**config.mk**
```make
export PLATFORM = sky130hd
export DESIGN_NAME = led_matrix_scan_ctrl_flat
export DESIGN_NICKNAME = d
export VERILOG_FILES = /design/src/rtl/led_matrix_scan_ctrl_if.sv /design/src/rtl/led_matrix_scan_ctrl.sv /design/src/flat_wrapper.sv
export SDC_FILE = /design/constraint.sdc
export NUM_CORES = 1
export LEC_CHECK = 0
export ABC_AREA = 1
export BUFFER_PORTS_ARGS = -buffer_cell sky130_fd_sc_hd__buf_4
export CORE_ASPECT_RATIO = 1.1
export CORE_UTILIZATION = 40
export DETAILED_ROUTE_END_ITERATION = 7
export PLACE_DENSITY = 0.66
export RECOVER_POWER = 50
export SLEW_MARGIN = 0
export SYNTH_ARGS = -nofsm -noshare
export SYNTH_HDL_FRONTEND = slang
export SYNTH_SLANG_ARGS = --single-unit
```
**constraint.sdc**
```tcl
create_clock -name clk -period 2.32 [get_ports clk]
set_input_delay 0.232 -clock clk [delete_from_list [all_inputs] [get_ports clk]]
set_output_delay 0.232 -clock clk [all_outputs]
set_load 0.05 [all_outputs]
```
**src/rtl/led_matrix_scan_ctrl_if.sv**
```systemverilog
// ============================================================================
// led_matrix_scan_ctrl_if : frame-store read port, buffer-swap handshake and
//                           74HC595 chain pins of the LED matrix scanner.
// Revision: 1.0
// ============================================================================
`default_nettype none

interface led_matrix_scan_ctrl_if #(
    parameter int ROWS  = 16,
    parameter int COLS  = 16,
    parameter int DEPTH = 2
);
    localparam int AW = $clog2(ROWS) + 1;

    logic                    enable;
    logic                    pix_rd;
    logic [AW-1:0]           pix_addr;
    logic [COLS*DEPTH-1:0]   pix_data;
    logic                    swap_req;
    logic                    swap_ack;
    logic                    disp_buf;
    logic                    sclk;
    logic                    serial_data;
    logic                    rclk;
    logic                    clear;
    logic                    frame_done;

    modport master (
        input  enable, pix_data, swap_req,
        output pix_rd, pix_addr, swap_ack, disp_buf, sclk, serial_data, rclk, clear, frame_done
    );

    modport slave (
        output enable, pix_data, swap_req,
        input  pix_rd, pix_addr, swap_ack, disp_buf, sclk, serial_data, rclk, clear, frame_done
    );
endinterface

`default_nettype wire

```
**src/rtl/led_matrix_scan_ctrl.sv**
```systemverilog
// ============================================================================
// led_matrix_scan_ctrl : row-scan sequencer with bit-plane PWM for a 16x16
//                        LED matrix behind a 32-bit 74HC595 chain.
// Revision: 1.0
// ============================================================================
`default_nettype none

module led_matrix_scan_ctrl #(
    parameter int ROWS    = 16,
    parameter int COLS    = 16,
    parameter int DEPTH   = 2,
    parameter int CLK_DIV = 100
) (
    input  logic                   clk,
    input  logic                   rst,
    led_matrix_scan_ctrl_if.master bus
);
    localparam int PLANES = (1 << DEPTH) - 1;
    localparam int NBITS  = COLS + ROWS;
    localparam int RW     = $clog2(ROWS);
    localparam int BW     = $clog2(NBITS);
    localparam int DW     = $clog2(CLK_DIV);

    typedef enum logic [1:0] {
        S_IDLE  = 2'd0,
        S_FETCH = 2'd1,
        S_SHIFT = 2'd2,
        S_LATCH = 2'd3
    } state_t;

    state_t                 state_q;
    logic [DW-1:0]          div_q;
    logic                   fetch_ph_q;
    logic                   half_q;
    logic [BW-1:0]          bit_q;
    logic [RW-1:0]          row_q;
    logic [DEPTH-1:0]       plane_q;
    logic [COLS*DEPTH-1:0]  pix_q;

    logic                   pix_rd_q;
    logic [RW:0]            pix_addr_q;
    logic                   swap_ack_q;
    logic                   disp_q;
    logic                   sclk_q;
    logic                   sdata_q;
    logic                   rclk_q;
    logic                   clear_q;
    logic                   frame_done_q;

    logic                   tick;
    logic                   last_row;
    logic                   last_plane;
    logic                   frame_end;
    logic [RW-1:0]          row_d;
    logic [DEPTH-1:0]       plane_d;
    logic                   disp_d;
    logic [NBITS-1:0]       line_bits;

    assign tick       = (div_q == DW'(CLK_DIV - 1));
    assign last_row   = (row_q == RW'(ROWS - 1));
    assign last_plane = (plane_q == DEPTH'(PLANES - 1));
    assign frame_end  = last_row & last_plane;
    assign row_d      = last_row ? '0 : row_q + 1'b1;
    assign plane_d    = last_row ? (last_plane ? '0 : plane_q + 1'b1) : plane_q;
    assign disp_d     = disp_q ^ (frame_end & bus.swap_req);

    // Shift order: anodes first, highest column first, then cathodes row 0 upward.
    for (genvar c = 0; c < COLS; c++) begin : g_anode
        assign line_bits[c] = (pix_q[(COLS-1-c)*DEPTH +: DEPTH] > plane_q);
    end

    for (genvar r = 0; r < ROWS; r++) begin : g_cathode
        assign line_bits[COLS+r] = (row_q != RW'(r));
    end

    always_ff @(posedge clk or posedge rst) begin
        if (rst) begin
            state_q      <= S_IDLE;
            div_q        <= '0;
            fetch_ph_q   <= 1'b0;
            half_q       <= 1'b0;
            bit_q        <= '0;
            row_q        <= '0;
            plane_q      <= '0;
            pix_q        <= '0;
            pix_rd_q     <= 1'b0;
            pix_addr_q   <= '0;
            swap_ack_q   <= 1'b0;
            disp_q       <= 1'b0;
            sclk_q       <= 1'b0;
            sdata_q      <= 1'b0;
            rclk_q       <= 1'b0;
            clear_q      <= 1'b0;
            frame_done_q <= 1'b0;
        end else begin
            clear_q      <= 1'b1;
            pix_rd_q     <= 1'b0;
            swap_ack_q   <= 1'b0;
            frame_done_q <= 1'b0;
            case (state_q)
                S_IDLE: begin
                    sclk_q  <= 1'b0;
                    rclk_q  <= 1'b0;
                    sdata_q <= 1'b0;
                    div_q   <= '0;
                    if (bus.enable) begin
                        state_q    <= S_FETCH;
                        fetch_ph_q <= 1'b0;
                        pix_rd_q   <= 1'b1;
                        pix_addr_q <= {disp_q, row_q};
                    end
                end
                S_FETCH: begin
                    div_q <= '0;
                    if (!fetch_ph_q) begin
                        fetch_ph_q <= 1'b1;
                    end else begin
                        pix_q   <= bus.pix_data;
                        bit_q   <= '0;
                        half_q  <= 1'b0;
                        state_q <= S_SHIFT;
                    end
                end
                S_SHIFT: begin
                    div_q <= tick ? '0 : div_q + 1'b1;
                    if (tick) begin
                        if (!half_q) begin
                            sdata_q <= line_bits[bit_q];
                            sclk_q  <= 1'b0;
                            half_q  <= 1'b1;
                        end else begin
                            sclk_q <= 1'b1;
                            half_q <= 1'b0;
                            if (bit_q == BW'(NBITS - 1)) begin
                                state_q <= S_LATCH;
                            end else begin
                                bit_q <= bit_q + 1'b1;
                            end
                        end
                    end
                end
                S_LATCH: begin
                    div_q <= tick ? '0 : div_q + 1'b1;
                    if (tick) begin
                        if (!half_q) begin
                            rclk_q <= 1'b1;
                            sclk_q <= 1'b0;
                            half_q <= 1'b1;
                        end else begin
                            rclk_q  <= 1'b0;
                            half_q  <= 1'b0;
                            row_q   <= row_d;
                            plane_q <= plane_d;
                            disp_q  <= disp_d;
                            // swap_req is only honoured at the frame boundary
                            if (frame_end) begin
                                frame_done_q <= 1'b1;
                                swap_ack_q   <= bus.swap_req;
                            end
                            if (bus.enable) begin
                                state_q    <= S_FETCH;
                                fetch_ph_q <= 1'b0;
                                pix_rd_q   <= 1'b1;
                                pix_addr_q <= {disp_d, row_d};
                            end else begin
                                state_q <= S_IDLE;
                                sdata_q <= 1'b0;
                            end
                        end
                    end
                end
                default: state_q <= S_IDLE;
            endcase
        end
    end

    assign bus.pix_rd      = pix_rd_q;
    assign bus.pix_addr    = pix_addr_q;
    assign bus.swap_ack    = swap_ack_q;
    assign bus.disp_buf    = disp_q;
    assign bus.sclk        = sclk_q;
    assign bus.serial_data = sdata_q;
    assign bus.rclk        = rclk_q;
    assign bus.clear       = clear_q;
    assign bus.frame_done  = frame_done_q;

endmodule

`default_nettype wire
```
**src/flat_wrapper.sv**
```systemverilog
// flat-port wrapper written by rule: the top's interface ports become plain ports
module led_matrix_scan_ctrl_flat 
#(
    parameter int ROWS    = 16,
    parameter int COLS    = 16,
    parameter int DEPTH   = 2,
    parameter int CLK_DIV = 100
)
  (clk, rst, bus_enable, bus_pix_data, bus_swap_req, bus_pix_rd, bus_pix_addr, bus_swap_ack, bus_disp_buf, bus_sclk, bus_serial_data, bus_rclk, bus_clear, bus_frame_done);
  led_matrix_scan_ctrl_if #(.ROWS(ROWS), .COLS(COLS), .DEPTH(DEPTH)) bus_i ();
  input  logic clk;
  input  logic rst;
  input wire logic [$bits(bus_i.enable)-1:0] bus_enable;
  input wire logic [$bits(bus_i.pix_data)-1:0] bus_pix_data;
  input wire logic [$bits(bus_i.swap_req)-1:0] bus_swap_req;
  output wire logic [$bits(bus_i.pix_rd)-1:0] bus_pix_rd;
  output wire logic [$bits(bus_i.pix_addr)-1:0] bus_pix_addr;
  output wire logic [$bits(bus_i.swap_ack)-1:0] bus_swap_ack;
  output wire logic [$bits(bus_i.disp_buf)-1:0] bus_disp_buf;
  output wire logic [$bits(bus_i.sclk)-1:0] bus_sclk;
  output wire logic [$bits(bus_i.serial_data)-1:0] bus_serial_data;
  output wire logic [$bits(bus_i.rclk)-1:0] bus_rclk;
  output wire logic [$bits(bus_i.clear)-1:0] bus_clear;
  output wire logic [$bits(bus_i.frame_done)-1:0] bus_frame_done;
  assign bus_i.enable = bus_enable;
  assign bus_i.pix_data = bus_pix_data;
  assign bus_i.swap_req = bus_swap_req;
  assign bus_pix_rd = bus_i.pix_rd;
  assign bus_pix_addr = bus_i.pix_addr;
  assign bus_swap_ack = bus_i.swap_ack;
  assign bus_disp_buf = bus_i.disp_buf;
  assign bus_sclk = bus_i.sclk;
  assign bus_serial_data = bus_i.serial_data;
  assign bus_rclk = bus_i.rclk;
  assign bus_clear = bus_i.clear;
  assign bus_frame_done = bus_i.frame_done;
  led_matrix_scan_ctrl #(.ROWS(ROWS), .COLS(COLS), .DEPTH(DEPTH), .CLK_DIV(CLK_DIV)) u_core (.clk(clk), .rst(rst), .bus(bus_i));
endmodule
```
**Yosys cells after proc, flatten, opt, wreduce, memory -nomap -nowiden**

Index checks and enable logic that the tools add are counted.

- Flip-flop bits (word level): 67
- Latch bits: 0
- RAM bits: 0
- Bits in read-only memories: 0
- Bits of input ports: 36
- Output and inout bits: 13
- Word-level logic and storage cells: 153
- Memories: 0

- Add/sub/neg operators: 4
- Multipliers: 0
- Divide/modulo/power cells: 0
- Magnitude comparators: 17
- Eq/ne operators: 35
- Shift operators: 0
- Mux-type cells: 57
- Bitwise operators: 3
- Reduce and logical (&&, ||, !) cells: 20

Operator list:

| cell | number |
|---|---|
| 5-bit 2-to-1 mux | 8 |
| 2-bit > comparator | 16 |
| 4-bit inequality test, second input constant | 8 |
| 1-bit 2-to-1 mux | 28 |
| 5-bit case mux with 2 select lines | 2 |
| 2-bit 2-to-1 mux | 8 |
| 4-bit by 3-bit inequality test with 1-bit output, second input constant | 4 |
| 2-bit by 1-bit inequality test with 1-bit output, second input constant | 7 |
| 7-bit case mux with 2 select lines | 1 |
| 2-bit inequality test, second input constant | 6 |
| 5-bit AND reduction | 2 |
| 1-bit case mux with 3 select lines | 3 |
| 3-bit AND reduction | 3 |
| 4-bit by 2-bit inequality test with 1-bit output, second input constant | 2 |
| 2-bit case mux with 4 select lines | 1 |
| 4-bit AND reduction | 2 |
| 7-bit by 1-bit adder with 7-bit output, second input constant | 1 |
| 7-bit equality test, second input constant | 1 |
| 7-bit 2-to-1 mux | 1 |
| 7-bit AND reduction | 1 |
| 2-bit equality test, second input constant | 3 |
| 5-bit by 6-bit < comparator with 1-bit output, second input constant | 1 |
| 1-bit case mux with 2 select lines | 3 |
| 6-bit AND reduction | 1 |
| other kinds (17) | 23 |

**Depth between registers and ports, before layout**

Gate-level depths: netlist of the first run.

- Depth after elaboration: 8
- Mapped depth: 13
- Gate-level depth less buffers: 13

**Worst setup path before layout of the first run**

Ideal clock, no wire load.

- Path type: register -> register
- Start: register u_core.bit_q[1]
- End: register u_core.bit_q[3]
- Setup time: 0.119 ns
- Arrival time: 1.765 ns
- Data required time: 2.201 ns
- Path slack: 0.436 ns
- Stages on the path, launching flop included: 11
- Path buffers: 0
- Clock period less this slack: 1.884 ns
- Path through: dfrtp_1 > ha_1 > nand2_1 > nor2_1 > ha_1 > or2_1 > nor3_2 > inv_1 > nor2_2 > a21oi_1 > o21a_1

- Cells in the longest elaborated chain, start to end: 5
- Elaborated cells between the ends (all ways): 8
- Classes of those cells: add/sub: 1; eq/ne: 2; mux: 4; reduce/logical: 1

RTL lines:

| element | line | source |
|---|---|---|
| start, declared | led_matrix_scan_ctrl.sv:35 | `logic [BW-1:0] bit_q;` |
| start signal, assigned | led_matrix_scan_ctrl.sv:137 | `bit_q <= bit_q + 1'b1;` |
| 5-bit by 1-bit adder with 5-bit output | led_matrix_scan_ctrl.sv:137 |  |
| 5-bit 2-to-1 mux | led_matrix_scan_ctrl.sv:134 | `if (bit_q == BW'(NBITS - 1)) begin` |
| 5-bit 2-to-1 mux | led_matrix_scan_ctrl.sv:127 | `if (!half_q) begin` |
| 5-bit 2-to-1 mux | led_matrix_scan_ctrl.sv:126 | `if (tick) begin` |
| 5-bit case mux with 2 select lines | led_matrix_scan_ctrl.sv:100 | `case (state_q)` |

Parallel ways exist; a longest one is shown, timed or not. The select of a mux whose other input is x is not followed.
A chain may end at the register's enable or synchronous reset.

**Worst setup path in the final report of the first run**

Ends and elaborated chain as after synthesis.

==> impl_metrics.csv, run 1 <==
group,metric,value,unit
synthesis,syn_area,0.00391,mm2
floorplanning,pin_count,49,
setup_path,crit_top_cell,"ha_1",
setup_path,crit_chain,"ha_1 -> nand2_1 -> nor2_1 -> ha_1 -> or2_1 -> nor3_2 -> inv_1 -> nor2_2 -> a21oi_1 -> o21a_1",
timing,slew_violations,0,
clocking,clk_latency,0.36,ns
clocking,clock-sinks,67,
pwr,leakage,2.35,nW
pwr,switching_power,543,uW
placement,placed_area,0.00444,mm2
cells_and_area,multiInputGateArea,0.00192,mm2
setup_path,cp-end-kind,"flop",
detailed_routing,drc,0,
floorplanning,die_w,96.3,um
grt,busiest_layer,"met2",
cells_and_area,drive_above_1_share,12.7,%
floorplanning,initial_core_util,41.4,%
grt,antenna_found_initial,0,
synthesis,synth_top_area_cell,"dfrtp_1",
detailed_routing,wire_per_inst,12.1,um
cells_and_area,fin_nets,619,
setup_path,start_kind,"flop",
pwr,swShare,22.0,%
timing,setup_ws,0.217,ns
grt,met3_usage,2.53,%
clocking,cts_inserted_buffers,9,
detailed_routing,vias,3205,
timing,hold_ws,0.0561,ns
placement,gp_congestion,0.864,
timing,slew_headroom,35.5,%
setup_path,critPathKind,"flop to flop",
clocking,post_cts_buffers,0,
timing,tightest_slew,0.967,ns
grt,grt_pass1_wl,13900,um
synthesis,synth.area.top_cells,"dfrtp_1 43%, ha_1 14%, nand2_1 13%",
floorplanning,die_area,0.0102,mm2
clocking,htree_levels,3,
detailed_routing,drt-initial-drc-count,87,
synthesis,synth_cells,482,
grt,grt-ovfl-total,0,
synthesis,syn-num-nets,561,
pwr,vdd_drop_max,0.000263,V
grt,gr-usage-met1,22.9,%
floorplanning,rows,37,
synthesis,ys_seq_area_share,42.9,%
floorplanning,core,0.00944,mm2
detailed_routing,viasPerCell,4.84,
pwr,clockPowerShare,48.7,%
detailed_routing,wl,8030,um
timing,setup_tns,0,ns
clocking,path_clk_slew,0.08,ns
cells_and_area,stdcell_area,0.00463,mm2
placement,preCtsSetupSlack,0.226,ns
setup_path,slowest_delay,0.47,ns
placement,hpwl,5840,um
placement,portBuffers,48,
clocking,root_buffer,"clkbuf_8",
timing,rsz0062_at_grt,"false",
pwr,p_seq_share,47.5,%
grt,grt_use_total,17.9,%
worst_hold_path,hold_path.class,"primary input to flop",
cells_and_area,diodes,0,
setup_path,cp_max_fo,8,
timing,period_needed,2.10,ns
pwr,combPwrFrac,3.8,%
synthesis,synth_top_area_share,42.9,%
setup_path,path_buf_inv,1,
clocking,tritoncts,"built",
run_status,status,"completed",
flow_run,cap_viol_max_count,0,
setup_path,required,2.58,ns
floorplanning,die_h,106,um
timing,fin_skew,0.00830,ns
timing,fin_crit_sh,90.6,%
synthesis,synth_seq_cells,67,
cells_and_area,final_util,49.0,%
timing,setup_violations,0,
pwr,power.density,533,mW/mm2
grt,grt_max_degree,49,
timing,max_freq,476,MHz
clocking,clockBufferDepth,2,
grt,met2_usage,28.6,%
setup_path,arrival,2.36,ns
setup_path,crit_path_top_delay_cell,"dfrtp_1",
detailed_routing,ant_nets,0,
clocking,ctsHoldBuffers,1,
detailed_routing,firstDrtPassIters,4,
synthesis,ys_warn_count,0,
pwr,p_int,1.92,mW
clocking,cts_resized,0,
setup_path,cp_top_family,"simple AND/OR/NAND/NOR gates",
cells_and_area,fillers,931,
cells_and_area,syn_to_final_growth,18.5,%
cells_and_area,regArea,0.00168,mm2
grt,first_global_vias,3143,
timing,finalHoldViolCount,0,
synthesis,syn_avg_cell_area,8.11,um2
synthesis,synth.distinct_cells,37,
-- placed cells by master, fill, tap and decap left out, drive strengths merged, types with 4 or more instances in the layout --
master,synthesis,layout
nand2,135,135
inv,71,71
dfrtp,67,67
o21ai,45,45
ha,43,43
buf,3,40
nor2,33,33
a21oi,27,27
clkbuf,6,24
nand3,20,20
nor3,4,4
clkinv,1,4
-- cells by family (layout without fill, tap and decap cells) --
kind of cell / after synthesis / in the layout / share of synthesized area, %
XOR/XNOR: 6 / 6 / 1.34
buffers and inverters: 81 / 144 / 7.91
AND/OR/NAND/NOR: 198 / 198 / 22.1
AO/OA/AOI/OAI: 86 / 86 / 11.9
other: 1 / 1 / 0.0959
flip-flops: 67 / 67 / 42.9
adder cells (fa/ha/maj): 43 / 43 / 13.8
-- through the flow --
stage	std cells	power, mW
after floorplan	482	1.23
after global placement	645	1.30
after detailed placement	645	1.30
after CTS	662	2.50
after global routing	662	2.55
final	662	2.47
-- cell type report --
class                           instances  area share, %
Multi-Input combinational cell        334           41.5
Timing Repair Buffer                   56           8.08
Clock buffer                            9           2.67
Sequential cell                        67           36.2
Tap cell                              117           3.16
Inverter                               72           5.84
Clock inverter                          7           2.51
-- cell usage after synthesis, drive strengths merged --
cell,count
clkbuf,6
xor2,3
or2,1
buf,3
nand2,135
o21a,2
o211ai,2
a21oi,27
o21bai,3
nand3b,1
nor3,4
nand3,20
nor3b,2
o22ai,3
o21ai,45
nand4,2
xnor2,3
o32ai,1
a211oi,2
dfrtp,67
ha,43
conb,1
a221oi,1
inv,71
clkinv,1
nor2,33
-- flip-flops by register name (all words and copies together), names as in the netlist --
name and flops:
u_core.pix_q 32, u_core.div_q 7, u_core.bit_q 5, u_core.bus.pix_addr 5, u_core.row_q 4, u_core.plane_q 2
u_core.state_q 2, u_core.bus.clear 1, u_core.bus.disp_buf 1, u_core.bus.frame_done 1, u_core.bus.pix_rd 1, u_core.bus.rclk 1
u_core.bus.sclk 1, u_core.bus.serial_data 1, u_core.bus.swap_ack 1, u_core.fetch_ph_q 1, u_core.half_q 1
-- path summary, 6_finish.rpt --
check / endpoint / cells past startpoint / from / slack, ns
max: u_core.bit_q[3] / 10 / u_core.bit_q[1] / 0.22
min: u_core.pix_q[25] / 3 / bus_pix_data[25] / 0.06
max reg2reg: u_core.bit_q[3] / 10 / u_core.bit_q[1] / 0.22
min reg2reg: u_core.div_q[0] / 1 / u_core.div_q[0] / 0.46
max in group asynchronous: u_core.pix_q[13] / 4 / rst / 0.46
min in group asynchronous: u_core.bus.clear / 3 / rst / 0.65
-- worst reg2reg max path, delay by kind of cell, from the launching register on --
kind	cells	cell delay (ns)
adder cells (fa/ha/maj)	2	0.42
AND/OR/NAND/NOR	5	0.82
AO/OA/AOI/OAI	2	0.17
flip-flops	1	0.47
buffers and inverters	1	0.11
-- routing by layer --
layer / wire [um] / vias up
met1: 3850 / 1479
met4: 218 / 0
li1: - / 1663
met2: 3710 / 49
met3: 251 / 14
met5: 0 / -
-- power groups by stage --
| stage | Combinational, mW | Sequential [mW] | Clock [mW] |
|---|---|---|---|
| global route | 0.104 | 1.17 | 1.28 |
| global placement | 0.0994 | 1.20 | 0 |
| detailed placement | 0.101 | 1.20 | 0 |
| CTS | 0.103 | 1.17 | 1.23 |
| floorplan | 0.0229 | 1.21 | 0 |
| finish | 0.0930 | 1.17 | 1.20 |
No activity file was read; power rests on OpenSTA's default activity.
==> inputs of run 2 (changes only) <==
--- a/config.mk
+++ b/config.mk
@@ -11,7 +11,7 @@
 export CORE_UTILIZATION = 40
 export DETAILED_ROUTE_END_ITERATION = 7
 export PLACE_DENSITY = 0.66
-export RECOVER_POWER = 50
+export RECOVER_POWER = 100
 export SLEW_MARGIN = 0
 export SYNTH_ARGS = -nofsm -noshare
 export SYNTH_HDL_FRONTEND = slang
==> run 2 against run 1 <==
Net effect:
- global-route usage stayed put
- critical path depth stayed put
- sequential power about the same
- hold slack barely moved
- routed wire length rose by 0.25%
- die area is the same
- highest routed layer unchanged
==> impl_metrics.csv, run 2 (synthesis results as in run 1) <==
group,metric,value,unit
floorplanning,pin_count,49,
clocking,post_cts_buffers,0,
clocking,clk_latency,0.36,ns
floorplanning,initial_core_util,41.4,%
setup_path,cp-end-kind,"flop",
worst_hold_path,hold_depth,3,
cells_and_area,reg_top3,"u_core.pix_q: 32 flops, u_core.div_q: 7 flops",
cells_and_area,final_cell_mix,"134 x nand2_1, 71 x inv_1, 67 x dfrtp_1, 45 x o21ai_0, 43 x ha_1",
cells_and_area,fin_nets,619,
setup_path,rr_worst_depth,10,
detailed_routing,firstDrtPassIters,4,
floorplanning,rows,37,
grt,met3_usage,2.53,%
placement,hpwl,5840,um
cells_and_area,fillers,936,
detailed_routing,wl,8050,um
setup_path,start_kind,"flop",
floorplanning,die_h,106,um
cells_and_area,syn_to_final_growth,18.0,%
detailed_routing,wire_per_inst,12.2,um
pwr,p_seq_share,47.5,%
timing,setup_violations,0,
cells_and_area,drive_above_1_share,11.7,%
clocking,path_clk_slew,0.08,ns
grt,grt_pass1_wl,13900,um
pwr,combPwrFrac,3.8,%
grt,gr-usage-met1,22.9,%
timing,setup_ws,0.208,ns
grt,grt_max_degree,49,
grt,grt-ovfl-total,0,
worst_hold_path,hp-start,"bus_pix_data[25]",
floorplanning,die_area,0.0102,mm2
clocking,clockBufferDepth,2,
worst_hold_path,hold_path.class,"primary input to flop",
placement,placedCellCount,645,
pwr,swShare,22.0,%
setup_path,required,2.58,ns
detailed_routing,vias,3217,
grt,grt_use_total,17.9,%
detailed_routing,ant_nets,0,
pwr,power.density,535,mW/mm2
clocking,tritoncts,"built",
detailed_routing,drc,0,
timing,fin_crit_sh,91.1,%
clocking,root_buffer,"clkbuf_8",
grt,first_global_vias,3143,
cells_and_area,largest_reg_flops,32,
timing,period_needed,2.11,ns
grt,antenna_found_initial,0,
setup_path,cp_max_fo,8,
clocking,htree_levels,3,
placement,gp_congestion,0.864,
cells_and_area,final_cells,662,
pwr,p_int,1.92,mW
placement,preCtsSetupSlack,0.226,ns
pwr,clockPowerShare,48.7,%
clocking,clock-sinks,67,
setup_path,critPathKind,"flop to flop",
cells_and_area,regMostFlops,"u_core.pix_q",
pwr,leakage,2.34,nW
timing,rsz0062_at_grt,"false",
timing,fin_skew,0.00830,ns
timing,max_freq,473,MHz
timing,tightest_slew,0.968,ns
flow_run,cap_viol_max_count,0,
floorplanning,die_w,96.3,um
setup_path,crit_start,"u_core.bit_q[1]",
run_status,status,"completed",
setup_path,r2r-start,"u_core.bit_q[1]",
cells_and_area,layout_commonest_cell,"nand2_1",
pwr,switching_power,543,uW
detailed_routing,drt-initial-drc-count,87,
timing,setup_tns,0,ns
cells_and_area,final_util,48.8,%
setup_path,arrival,2.37,ns
cells_and_area,regArea,0.00168,mm2
clocking,cts_inserted_buffers,9,
placement,portBuffers,48,
detailed_routing,viasPerCell,4.86,
grt,met2_usage,28.6,%
floorplanning,core,0.00944,mm2
cells_and_area,multiInputGateArea,0.00191,mm2
pwr,vdd_drop_max,0.000263,V
timing,slew_violations,0,
cells_and_area,diodes,0,
timing,slew_headroom,35.4,%
timing,finalHoldViolCount,0,
grt,busiest_layer,"met2",
## run 2: changes by cell type in the layout (fill, tap and decap cells not counted), sizes merged
cell	change
buf	-2
clkbuf	+2
## run 2: power groups by stage
stage | sequential, mW | clock [mW] | combinational (mW)
5_1_grt | 1.17 | 1.28 | 0.104
6_report | 1.17 | 1.20 | 0.0930
2_1_floorplan | 1.21 | 0 | 0.0229
3_5_place_dp | 1.20 | 0 | 0.101
3_3_place_gp | 1.20 | 0 | 0.0994
4_1_cts | 1.17 | 1.23 | 0.103
## run 2: worst paths after layout
path	slack [ns]	to
max	0.21	u_core.bit_q[3]
min	0.06	u_core.pix_q[25]
max reg2reg	0.21	u_core.bit_q[3]
min reg2reg	0.47	u_core.div_q[0]
max in group asynchronous	0.46	u_core.pix_q[13]
min in group asynchronous	0.65	u_core.bus.clear
## run 2: cell type report
cell class / instances / area share [%]
multi-input combinational: 334 / 41.5
sequential: 67 / 36.3
timing repair buffer: 56 / 7.95
inverter: 72 / 5.86
tap: 117 / 3.17
clock buffer: 9 / 2.69
clock inverter: 7 / 2.52
## run 2: per-stage QoR
stage	total power [mW]	instance area, um2	hold slack, ns
after global routing	2.55	4610	0.0652
final	2.47	4610	0.0559
after floorplan	1.23	3910	0.342
after CTS	2.50	4690	0.0442
after global placement	1.30	4440	0.325
after detailed placement	1.30	4440	0.342
## run 2: what timing repair did
| action | 4_1_cts | 5_1_grt |
|---|---|---|
| hold buffers | 1 | 0 |
| endpoints found under the setup margin | 0 | 0 |
| hold endpoints to repair | 25 | 0 |
| resized for setup | 0 | 0 |
## run 2: metal layers
layer	vias up	share of wire [%]
met3	14	3.3
met2	59	46
met5	-	0
met1	1480	48
li1	1664	-
met4	0	2.7
## run 2: worst max-delay path, cell delays in order, from the launching register on
cell and delay, ns:
dfrtp_1 0.47, ha_1 0.24, nand2_1 0.09, nor2_1 0.05
ha_1 0.18, or2_0 0.25, nor3_2 0.33, inv_1 0.11
nor2_2 0.11, a21oi_1 0.07, o21a_1 0.10
==> inputs of run 3 (changes only) <==
--- a/config.mk
+++ b/config.mk
@@ -11,7 +11,7 @@
 export CORE_UTILIZATION = 40
 export DETAILED_ROUTE_END_ITERATION = 7
 export PLACE_DENSITY = 0.66
-export RECOVER_POWER = 100
+export RECOVER_POWER = 25
 export SLEW_MARGIN = 0
 export SYNTH_ARGS = -nofsm -noshare
 export SYNTH_HDL_FRONTEND = slang
==> run 3 against run 2 <==
Net effect:
- clock power is essentially flat
- register-to-register slack about the same
- sequential power about the same
- die area stayed put
- non-clock buffer count unchanged
- flip-flop and latch count unchanged
- combinational power rose by 4.1%
- power up 0.15%
- hold slack about the same
- clock skew is essentially flat
- largest cell class unchanged
- largest power group unchanged
- highest routed layer unchanged
==> impl_metrics.csv, run 3 (synthesis results as in run 1) <==
group,metric,value,unit
setup_path,required,2.58,ns
grt,grt_use_total,17.9,%
cells_and_area,reg_top3,"u_core.pix_q: 32 flops, u_core.div_q: 7 flops",
detailed_routing,drt-initial-drc-count,85,
cells_and_area,diodes,0,
clocking,clock-sinks,67,
timing,max_freq,476,MHz
grt,antenna_found_initial,0,
grt,grt-ovfl-total,0,
clocking,htree_levels,3,
detailed_routing,vias,3204,
placement,gp_congestion,0.864,
detailed_routing,viasPerCell,4.84,
grt,grt_max_degree,49,
pwr,p_seq_share,47.4,%
timing,finalHoldViolCount,0,
placement,portBuffers,48,
cells_and_area,final_cell_mix,"133 x nand2_1, 70 x inv_1, 67 x dfrtp_1, 45 x o21ai_0, 43 x ha_1",
pwr,switching_power,544,uW
floorplanning,die_h,106,um
detailed_routing,drc,0,
clocking,tritoncts,"built",
pwr,power.density,532,mW/mm2
pwr,swShare,22.0,%
cells_and_area,fin_nets,619,
placement,hpwl,5840,um
clocking,path_clk_slew,0.08,ns
timing,setup_tns,0,ns
timing,setup_violations,0,
cells_and_area,multiInputGateArea,0.00192,mm2
floorplanning,pin_count,49,
setup_path,rr_worst_depth,10,
floorplanning,die_w,96.3,um
clocking,clk_latency,0.36,ns
setup_path,arrival,2.36,ns
timing,fin_skew,0.00813,ns
cells_and_area,fillers,929,
detailed_routing,wire_per_inst,12.1,um
setup_path,cp_max_fo,8,
cells_and_area,stdcell_area,0.00465,mm2
cells_and_area,largest_reg_flops,32,
clocking,root_buffer,"clkbuf_8",
detailed_routing,wl,8040,um
placement,placed_area,0.00444,mm2
run_status,status,"completed",
floorplanning,die_area,0.0102,mm2
cells_and_area,layout_commonest_cell,"nand2_1",
setup_path,critPathKind,"flop to flop",
grt,grt_pass1_wl,13900,um
pwr,clockPowerShare,48.7,%
setup_path,start_kind,"flop",
timing,tightest_slew,1.02,ns
timing,period_needed,2.10,ns
worst_hold_path,hold_path.class,"primary input to flop",
floorplanning,initial_core_util,41.4,%
timing,setup_ws,0.217,ns
pwr,combPwrFrac,3.9,%
timing,slew_headroom,31.6,%
timing,slew_violations,0,
timing,fin_crit_sh,90.6,%
cells_and_area,syn_to_final_growth,19.0,%
pwr,leakage,2.36,nW
cells_and_area,regMostFlops,"u_core.pix_q",
pwr,p_int,1.93,mW
detailed_routing,ant_nets,0,
placement,preCtsSetupSlack,0.226,ns
timing,rsz0062_at_grt,"false",
floorplanning,rows,37,
worst_hold_path,hold_depth,3,
floorplanning,core,0.00944,mm2
pwr,vdd_drop_max,0.000263,V
clocking,cts_inserted_buffers,9,
grt,first_global_vias,3143,
cells_and_area,regArea,0.00168,mm2
detailed_routing,firstDrtPassIters,4,
cells_and_area,drive_above_1_share,13.0,%
setup_path,cp-end-kind,"flop",
clocking,clockBufferDepth,2,
flow_run,cap_viol_max_count,0,
run 3: layer usage:
layer	vias up	wire [um]	track usage [%]	share of wire, %
met5	-	0	0	0
met4	0	218	9.81	2.7
met3	14	262	2.53	3.3
met2	49	3720	28.6	46
met1	1478	3840	22.9	48
li1	1663	-	-	-
run 3: path summary, 6_finish.rpt:
path	startpoint	end	slack [ns]
worst max-delay path	u_core.bit_q[1]	u_core.bit_q[3]	0.22
worst min-delay path	bus_pix_data[25]	u_core.pix_q[25]	0.06
worst max register to register	u_core.bit_q[1]	u_core.bit_q[3]	0.22
worst min register to register	u_core.div_q[0]	u_core.div_q[0]	0.46
max in group asynchronous	rst	u_core.pix_q[13]	0.88
min in group asynchronous	rst	u_core.bus.clear	0.67
run 3: power by group through the flow:
stage          clock, mW  combinational [mW]  sequential (mW)
2_1_floorplan          0              0.0229             1.21
3_3_place_gp           0              0.0994             1.20
3_5_place_dp           0               0.101             1.20
4_1_cts             1.23               0.103             1.17
5_1_grt             1.28               0.108             1.17
6_report            1.20              0.0968             1.17
run 3: cell type report:
class | instances | share of cell area (%)
well taps | 117 | 3.15
flip-flops and latches | 67 | 36.1
repair buffers | 56 | 8.47
clock inverters | 7 | 2.50
inverters | 72 | 5.81
clock buffers | 9 | 2.66
multi-input cells | 334 | 41.4
run 3: worst max-delay path, cell delays in order (launching register included):
cell and delay (ns):
dfrtp_1 0.47, ha_1 0.24, nand2_1 0.09, nor2_1 0.05, ha_1 0.18, or2_1 0.25
nor3_2 0.32, inv_1 0.11, nor2_2 0.11, a21oi_1 0.07, o21a_1 0.10
run 3: timing repair:
item	CTS	global route
gates resized for setup	0	0
hold buffers	1	0
endpoints found under the hold margin	25	0
buffers inserted	0	0
run 3: stage by stage:
| stage | std cells | util [%] | hold WS [ns] | total power, mW |
|---|---|---|---|---|
| 6_report | 662 | 49.2 | 0.0562 | 2.47 |
| 5_1_grt | 662 | 49.2 | 0.0652 | 2.56 |
| 4_1_cts | 662 | 49.7 | 0.0442 | 2.50 |
| 3_5_place_dp | 645 | 47.0 | 0.342 | 1.30 |
| 3_3_place_gp | 645 | 47.0 | 0.325 | 1.30 |
| 2_1_floorplan | 482 | - | 0.342 | 1.23 |
